File: config.mk
export PLATFORM = sky130hd
export DESIGN_NAME = main_control_fsm
export DESIGN_NICKNAME = d
export VERILOG_FILES = /design/src/rtl/riscv_ctrl_pkg.sv /design/src/rtl/ctrl_decode.sv /design/src/rtl/main_control_fsm.sv
export SDC_FILE = /design/constraint.sdc
export NUM_CORES = 1
export LEC_CHECK = 0
export CAP_MARGIN = 20
export CORE_MARGIN = 3
export CORE_UTILIZATION = 35
export CTS_CLUSTER_DIAMETER = 40
export DETAILED_ROUTE_END_ITERATION = 8
export HOLD_SLACK_MARGIN = 0.06
export SYNTH_ARGS = -nofsm -noshare
export SYNTH_HDL_FRONTEND = slang
export SYNTH_HIERARCHICAL = 1
export SYNTH_SLANG_ARGS = --single-unit
export TNS_END_PERCENT = 100
File: constraint.sdc
create_clock -name clk -period 3.3 [get_ports clk]
set_clock_uncertainty 0.05 [all_clocks]
set_input_delay 0.66 -clock clk [delete_from_list [all_inputs] [get_ports clk]]
set_output_delay 0.66 -clock clk [all_outputs]
set_load 0.03 [all_outputs]
File: src/rtl/riscv_ctrl_pkg.sv
// rtl/riscv_ctrl_pkg.sv - shared encodings for the RV32 subset main control unit
package riscv_ctrl_pkg;

  localparam logic [6:0] OP_R      = 7'b0110011;
  localparam logic [6:0] OP_I      = 7'b0010011;
  localparam logic [6:0] OP_LOAD   = 7'b0000011;
  localparam logic [6:0] OP_STORE  = 7'b0100011;
  localparam logic [6:0] OP_BRANCH = 7'b1100011;

  localparam logic [2:0] F3_ADD = 3'b000;
  localparam logic [2:0] F3_OR  = 3'b110;
  localparam logic [2:0] F3_AND = 3'b111;
  localparam logic [2:0] F3_LW  = 3'b010;
  localparam logic [2:0] F3_BEQ = 3'b000;
  localparam logic [2:0] F3_BLT = 3'b100;

  localparam logic [6:0] F7_BASE = 7'b0000000;
  localparam logic [6:0] F7_ALT  = 7'b0100000;

  localparam logic [1:0] ALUOP_ADD   = 2'b00;
  localparam logic [1:0] ALUOP_BR    = 2'b01;
  localparam logic [1:0] ALUOP_FUNCT = 2'b10;

  // State codes kept as plain constants so external tools can match the encoding.
  localparam logic [3:0] ST_START     = 4'd0;
  localparam logic [3:0] ST_FETCH     = 4'd1;
  localparam logic [3:0] ST_DECODE    = 4'd2;
  localparam logic [3:0] ST_EXEC_R    = 4'd3;
  localparam logic [3:0] ST_EXEC_I    = 4'd4;
  localparam logic [3:0] ST_ALU_WB    = 4'd5;
  localparam logic [3:0] ST_MEM_ADDR  = 4'd6;
  localparam logic [3:0] ST_MEM_READ  = 4'd7;
  localparam logic [3:0] ST_MEM_WB    = 4'd8;
  localparam logic [3:0] ST_MEM_WRITE = 4'd9;
  localparam logic [3:0] ST_BRANCH    = 4'd10;
  localparam logic [3:0] ST_TRAP      = 4'd11;

  typedef enum logic [2:0] {
    CLS_R      = 3'd0,
    CLS_I      = 3'd1,
    CLS_LOAD   = 3'd2,
    CLS_STORE  = 3'd3,
    CLS_BRANCH = 3'd4,
    CLS_NONE   = 3'd5
  } instr_class_e;

  function automatic logic [3:0] pack_funct(input logic f7_bit5, input logic [2:0] funct3);
    return {f7_bit5, funct3};
  endfunction

endpackage

File: src/rtl/ctrl_decode.sv
// rtl/ctrl_decode.sv - instruction class, legality and Funct from the IR
module ctrl_decode
  import riscv_ctrl_pkg::*;
(
  input  logic [31:0]  ir_i,
  output instr_class_e cls_o,
  output logic         legal_o,
  output logic [3:0]   funct_o
);

  logic [6:0] opcode;
  logic [2:0] funct3;
  logic [6:0] funct7;
  logic       unused_ir_bits;

  assign opcode = ir_i[6:0];
  assign funct3 = ir_i[14:12];
  assign funct7 = ir_i[31:25];
  // Register and immediate fields play no part in control decisions.
  assign unused_ir_bits = ^{ir_i[24:15], ir_i[11:7]};

  always_comb begin
    cls_o   = CLS_NONE;
    legal_o = 1'b0;
    funct_o = 4'b0000;
    case (opcode)
      OP_R: begin
        cls_o   = CLS_R;
        legal_o = ((funct7 == F7_BASE) && (funct3 inside {F3_ADD, F3_AND, F3_OR}))
                || ((funct7 == F7_ALT) && (funct3 == F3_ADD));
        funct_o = pack_funct(funct7[5], funct3);
      end
      OP_I: begin
        cls_o   = CLS_I;
        legal_o = funct3 inside {F3_ADD, F3_AND, F3_OR};
        funct_o = pack_funct(1'b0, funct3);
      end
      OP_LOAD: begin
        cls_o   = CLS_LOAD;
        legal_o = (funct3 == F3_LW);
      end
      OP_STORE: begin
        cls_o   = CLS_STORE;
        legal_o = (funct3 == F3_LW);
      end
      OP_BRANCH: begin
        cls_o   = CLS_BRANCH;
        legal_o = funct3 inside {F3_BEQ, F3_BLT};
        funct_o = pack_funct(1'b0, funct3);
      end
      default: begin
        cls_o   = CLS_NONE;
        legal_o = 1'b0;
      end
    endcase
  end

endmodule

File: src/rtl/main_control_fsm.sv
// rtl/main_control_fsm.sv - multi-cycle fetch/decode/execute sequencer with Moore strobes
module main_control_fsm
  import riscv_ctrl_pkg::*;
#(
  parameter int RESET_PC_HOLD = 0
) (
  input  logic        clk,
  input  logic        reset,
  input  logic [31:0] mem_rdata,
  input  logic        mem_ready,
  input  logic        alu_zero,
  input  logic        alu_lt,
  output logic        mem_req,
  output logic        mem_we,
  output logic        ir_write,
  output logic        pc_write,
  output logic        pc_branch,
  output logic        reg_write,
  output logic        mem_to_reg,
  output logic        alu_src_b,
  output logic [1:0]  ALUOp,
  output logic [3:0]  Funct,
  output logic [31:0] instr,
  output logic        illegal
);

  localparam logic [7:0] HOLD_CYCLES = 8'(RESET_PC_HOLD);

  logic [3:0]   state_q, state_d;
  logic [31:0]  ir_q, ir_d;
  logic [7:0]   hold_q, hold_d;
  instr_class_e dec_cls;
  logic         dec_legal;
  logic [3:0]   dec_funct;
  logic [2:0]   funct3;

  assign funct3 = ir_q[14:12];
  assign instr  = ir_q;

  ctrl_decode u_decode (
    .ir_i   (ir_q),
    .cls_o  (dec_cls),
    .legal_o(dec_legal),
    .funct_o(dec_funct)
  );

  always_comb begin
    state_d = state_q;
    ir_d    = ir_q;
    hold_d  = hold_q;
    case (state_q)
      ST_START: begin
        if (hold_q == HOLD_CYCLES) state_d = ST_FETCH;
        else                       hold_d  = hold_q + 8'd1;
      end
      ST_FETCH: begin
        if (mem_ready) begin
          state_d = ST_DECODE;
          ir_d    = mem_rdata;
        end
      end
      ST_DECODE: begin
        if (!dec_legal) begin
          state_d = ST_TRAP;
        end else begin
          case (dec_cls)
            CLS_R:                state_d = ST_EXEC_R;
            CLS_I:                state_d = ST_EXEC_I;
            CLS_LOAD, CLS_STORE:  state_d = ST_MEM_ADDR;
            CLS_BRANCH:           state_d = ST_BRANCH;
            default:              state_d = ST_TRAP;
          endcase
        end
      end
      ST_EXEC_R, ST_EXEC_I: state_d = ST_ALU_WB;
      ST_ALU_WB:            state_d = ST_FETCH;
      ST_MEM_ADDR:          state_d = (dec_cls == CLS_STORE) ? ST_MEM_WRITE : ST_MEM_READ;
      ST_MEM_READ:          if (mem_ready) state_d = ST_MEM_WB;
      ST_MEM_WRITE:         if (mem_ready) state_d = ST_FETCH;
      ST_MEM_WB:            state_d = ST_FETCH;
      ST_BRANCH:            state_d = ST_FETCH;
      ST_TRAP:              state_d = ST_TRAP;
      // Unreachable encodings are treated as a trap rather than silently re-fetching.
      default:              state_d = ST_TRAP;
    endcase
  end

  always_ff @(posedge clk or posedge reset) begin
    if (reset) begin
      state_q <= ST_START;
      ir_q    <= 32'h0;
      hold_q  <= 8'h0;
    end else begin
      state_q <= state_d;
      ir_q    <= ir_d;
      hold_q  <= hold_d;
    end
  end

  always_comb begin
    mem_req    = 1'b0;
    mem_we     = 1'b0;
    ir_write   = 1'b0;
    pc_write   = 1'b0;
    pc_branch  = 1'b0;
    reg_write  = 1'b0;
    mem_to_reg = 1'b0;
    alu_src_b  = 1'b0;
    ALUOp      = ALUOP_ADD;
    Funct      = 4'b0000;
    illegal    = 1'b0;
    case (state_q)
      ST_FETCH: begin
        mem_req  = 1'b1;
        ir_write = mem_ready;
        pc_write = mem_ready;
      end
      ST_EXEC_R: begin
        ALUOp = ALUOP_FUNCT;
        Funct = dec_funct;
      end
      ST_EXEC_I: begin
        ALUOp     = ALUOP_FUNCT;
        Funct     = dec_funct;
        alu_src_b = 1'b1;
      end
      ST_ALU_WB: begin
        ALUOp     = ALUOP_FUNCT;
        Funct     = dec_funct;
        reg_write = 1'b1;
      end
      ST_MEM_ADDR: begin
        ALUOp     = ALUOP_ADD;
        alu_src_b = 1'b1;
      end
      ST_MEM_READ: mem_req = 1'b1;
      ST_MEM_WRITE: begin
        mem_req = 1'b1;
        mem_we  = 1'b1;
      end
      ST_MEM_WB: begin
        reg_write  = 1'b1;
        mem_to_reg = 1'b1;
      end
      ST_BRANCH: begin
        ALUOp     = ALUOP_BR;
        Funct     = dec_funct;
        pc_branch = ((funct3 == F3_BEQ) && alu_zero) || ((funct3 == F3_BLT) && alu_lt);
      end
      ST_TRAP: illegal = 1'b1;
      default: ;
    endcase
  end

endmodule

-- After elaboration in Yosys (flattened, before gate mapping)
Cells that the tools add are included.
- register bits: 44
- logic and storage cells: 81
- bits of input ports: 37
- output and inout bits: 47
- bitwise logic cells: 1
- $add $sub $neg: 1
- reductions and logical operators: 26
- multiplexer cells: 21
- equality and inequality tests: 29
- operators with widths (cell ; number):
    case mux 4 bit (8 select lines) ; 1
    2-to-1 mux 4 bit ; 7
    == test 7 x 6 -> 1 bit (second input constant) ; 3
    == test 4 x 3 -> 1 bit (second input constant) ; 4
    == test 4 bit (second input constant) ; 4
    case mux 4 bit (4 select lines) ; 1
    case mux 3 bit (5 select lines) ; 1
    == test 3 bit (second input constant) ; 4
    OR reduction 2 bit ; 6
    == test 3 x 2 -> 1 bit (second input constant) ; 3
    OR reduction 3 bit ; 3
    adder 8 x 1 -> 8 bit (second input constant) ; 1
    == test 4 x 2 -> 1 bit (second input constant) ; 2
    zero test 8 bit ; 1
    2-to-1 mux 1 bit ; 8
    inequality test 2 bit (second input constant) ; 4
    case mux 4 bit (2 select lines) ; 1
    == test 7 x 2 -> 1 bit (second input constant) ; 1
    == test 7 x 5 -> 1 bit (second input constant) ; 1
    == test 7 bit (second input constant) ; 1
    zero test 7 bit ; 1
    zero test 3 bit ; 2
    == test 4 x 1 -> 1 bit (second input constant) ; 1
    logical AND 1 bit ; 4
    11 further kinds ; 13

-- Depth between registers and ports, before layout
- depth in word-level cells: 7
- gate-level depth with buffers: 8
- depth with buffers taken out: 8

-- By module
Netlist, hierarchy kept.
- by module, submodules not included (module ; area an instance (um^2) ; sequential area each (um^2) ; times used ; cells each):
    main_control_fsm ; 2230.9 ; 1101.1 ; 1 ; 174
    ctrl_decode ; 178.9 ; 0.0 ; 1 ; 28

-- Worst setup path after synthesis
Ideal clock, no wire load.
- path type: register -> output
- start: register state_q[2]
- end: output port pc_branch
- arrival: 2297 ps
- stages on the path, launching flop included: 5
- path buffers: 1
- setup slack: 293 ps
- data required time: 2590 ps
- cells stage by stage: dfrtp_1 > buf_2 > nand2b_1 > nor2_1 > nor4b_1
- cells in the longest elaborated chain, start to end: 2
- RTL lines (what ; RTL line ; RTL):
    start: declaration ; main_control_fsm.sv:29 ; logic [3:0] state_q, state_d;
    start signal: assignment ; main_control_fsm.sv:94 ; state_q <= state_d;
    == test 4 bit ; main_control_fsm.sv:112 ; case (state_q)
    2-to-1 mux 1 bit ; main_control_fsm.sv:112 ;
    end: declaration ; main_control_fsm.sv:17 ; output logic pc_branch,
Every way passes these cells.

-- Worst setup path in the final report
- start: register state_q[0]
- end: output port pc_branch
The elaborated chain is that of the path after synthesis.

==> reports/metrics.csv <==
metric;value;unit
synthAdderAreaFrac;1.04;%
hpwlAfterDp;4.03;mm
final_util;52.5;%
clock-sinks;44;
cts_buffer_depth;2;
path_cells;nand2b_1 > nor2_1 > nor4b_1 > clkdlybuf4s50_1;
fin_nets;328;
cp_slowest_cell;clkdlybuf4s50_1;
dpl_cell_area;0.00331;sq mm
rsz0062_at_grt;no;
yosysWarningCount;6;
start_util;37.1;%
synth.avg_cell_area;11.9;sq um
yosys.area_share.simple;17.2;%
power_density;963;mW/mm^2
syn-instance-count;202;
place_inst;359;
cts_tree;yes;
synth-compound-area-share;8.88;%
worstSetupPathType;flop to primary output;
synthMuxAreaShare;19.9;%
slew_headroom;61.7;%
grt_start_max_net_pins;33;
r2r_slack;0.92;ns
hold_class;flop to flop;
outcome;finished, final reports clean;
synth_xor_area_share;3.27;%
diodes;0;
ios;84;
post_cts_buffers;0;
drt_wl_total;5.39;mm
drc;0;
hold_buffers;0;
seq_area_frac_synth;45.7;%
setup_violations;0;
rr_worst_depth;8;
worstPathMaxFanout;11;
drv_slew;0;
clk_pin_slew;0.08;ns
r2r-end;state_q[2]$_DFFE_PP0P_;
synthFlopType;dfrtp_1;
tightest_slew;0.575;ns
start_kind;flop;
grt_antenna_before_repair;0;
drv_cap;0;
wl_per_cell;14.7;um
max_stage_delay;0.73;ns
area_growth;41.5;%
fin_tns_setup;0;ns
postCtsResizedCells;0;
synth_seq_cells;44;
layout-drive-gt1-share;20.3;%
endpoint_kind;primary output;
hold_viol;0;
cts_max_level;2;
viasPerCell;4.93;
syn_area;0.00241;sq mm
synth_edf_count;0;
yosysUniqueCellTypes;50;
final_cell_area;0.00341;sq mm
design.core.area;0.00649;sq mm
ir_drop;0.000505;V
required;2.59;ns
cp.arrival;2.29;ns
endpoint;pc_branch;
hold_ws;0.426;ns
crit_path_start;state_q[0]$_DFFE_PP0P_;
detail-route-antenna-nets;0;
die_w;89.0;um
synth_top_family_by_area;multiplexers;
gp_congestion;0.772;
timing.rr.start;instr[28]$_DFFE_PP0P_;
track_usage;14.5;%
grt_pass1_wl;8.87;mm
cellLeakagePower;0.00147;uW
rows;29;
period_minus_slack;3.00;ns
layout_common_cells;81 x clkdlybuf4s50_1, 44 x dfrtp_1, 29 x mux2_4, 13 x nor2_1, 10 x nand2_1;
grt_pass1_vias;1821;
dieArea;0.00792;sq mm
min_period_over_period;91.1;%
postSynth.asyncResetShare;100;%
clock_latency;0.30;ns
fmax;333;MHz
overflow;0;
cts_made_buffers;5;
final_common_cell;clkdlybuf4s50_1;
die_h;89.0;um
stdcell_count;367;
synth_fp_nets;241;
num_vias;1810;
first_iter_violations;67;
portBuffers;83;
dr.pass1.iters;4;
cts_root_buf;clkbuf_8;
## metal layers
metal	part of all wire, %	GRT usage, %	vias to the layer above
li1	-	-	886
met1	47	20.4	855
met2	44	20.9	65
met3	8.3	5.71	4
met4	0.65	3.65	0
met5	0	0	-
## where the power goes
group | internal, uW | switching [uW] | total (uW)
clock network | 171 | 192 | 363
logic | 965 | 947 | 1910
registers | 763 | 245 | 1010
## how the worst min path moves through the flow
stage / from / end / slack (ns) / depth (start not counted)
final: hold_q[7]$_DFFE_PP0P_ / hold_q[7]$_DFFE_PP0P_ / 0.43 / 1
after global placement: hold_q[7]$_DFFE_PP0P_ / hold_q[7]$_DFFE_PP0P_ / 0.42 / 1
after CTS: hold_q[7]$_DFFE_PP0P_ / hold_q[7]$_DFFE_PP0P_ / 0.43 / 1
after floorplan: hold_q[7]$_DFFE_PP0P_ / hold_q[7]$_DFFE_PP0P_ / 0.39 / 1
after detailed placement: hold_q[7]$_DFFE_PP0P_ / hold_q[7]$_DFFE_PP0P_ / 0.41 / 1
after global routing: hold_q[7]$_DFFE_PP0P_ / hold_q[7]$_DFFE_PP0P_ / 0.44 / 1
## state kept, by name (all words and copies together) (netlist names)
name	cells
hold_q	8
instr	32
state_q	4
## critical path, delay by kind of cell, from the launching register on
family	cells	cell delay, ns
buffers and inverters	1	0.73
DFF	1	0.49
and+or+nand+nor	3	0.77
## cell usage after synthesis, types with 4 or more instances
| library cell | instances | area share, % |
|---|---|---|
| dfrtp_1 | 44 | 46 |
| mux2_4 | 29 | 18 |
| nor2_1 | 13 | 2.0 |
| nand2_1 | 10 | 1.6 |
| nand2b_1 | 9 | 2.3 |
| inv_1 | 7 | 1.1 |
| nor2b_1 | 6 | 1.6 |
| xnor2_1 | 6 | 2.2 |
| a21oi_1 | 5 | 1.0 |
| buf_2 | 5 | 1.0 |
| nor3_1 | 4 | 0.83 |
## per-stage QoR
stage | power [uW] | setup WS (ns)
6_report | 3280 | 0.295
5_1_grt | 3480 | 0.156
4_1_cts | 3320 | 0.289
3_5_place_dp | 2940 | 0.406
3_3_place_gp | 2940 | 0.447
2_1_floorplan | 2260 | 0.293
## logic make-up after synthesis
group,count (synthesis)
AO/OA/AOI/OAI,29
XOR/XNOR,9
adder cells (fa/ha/maj),2
buffers and inverters,17
flip-flops,44
multiplexers,33
AND/OR/NAND/NOR,68
## cell type report
type                       count  area [sq um]
tap                           77          96.3
clock inverter                 2          13.8
timing repair buffer          90           878
fill                         588          3080
inverter                       7          26.3
clock buffer                   6          82.6
sequential                    44          1100
multi-input combinational    141          1210
(Power assumes the default switching activity.)
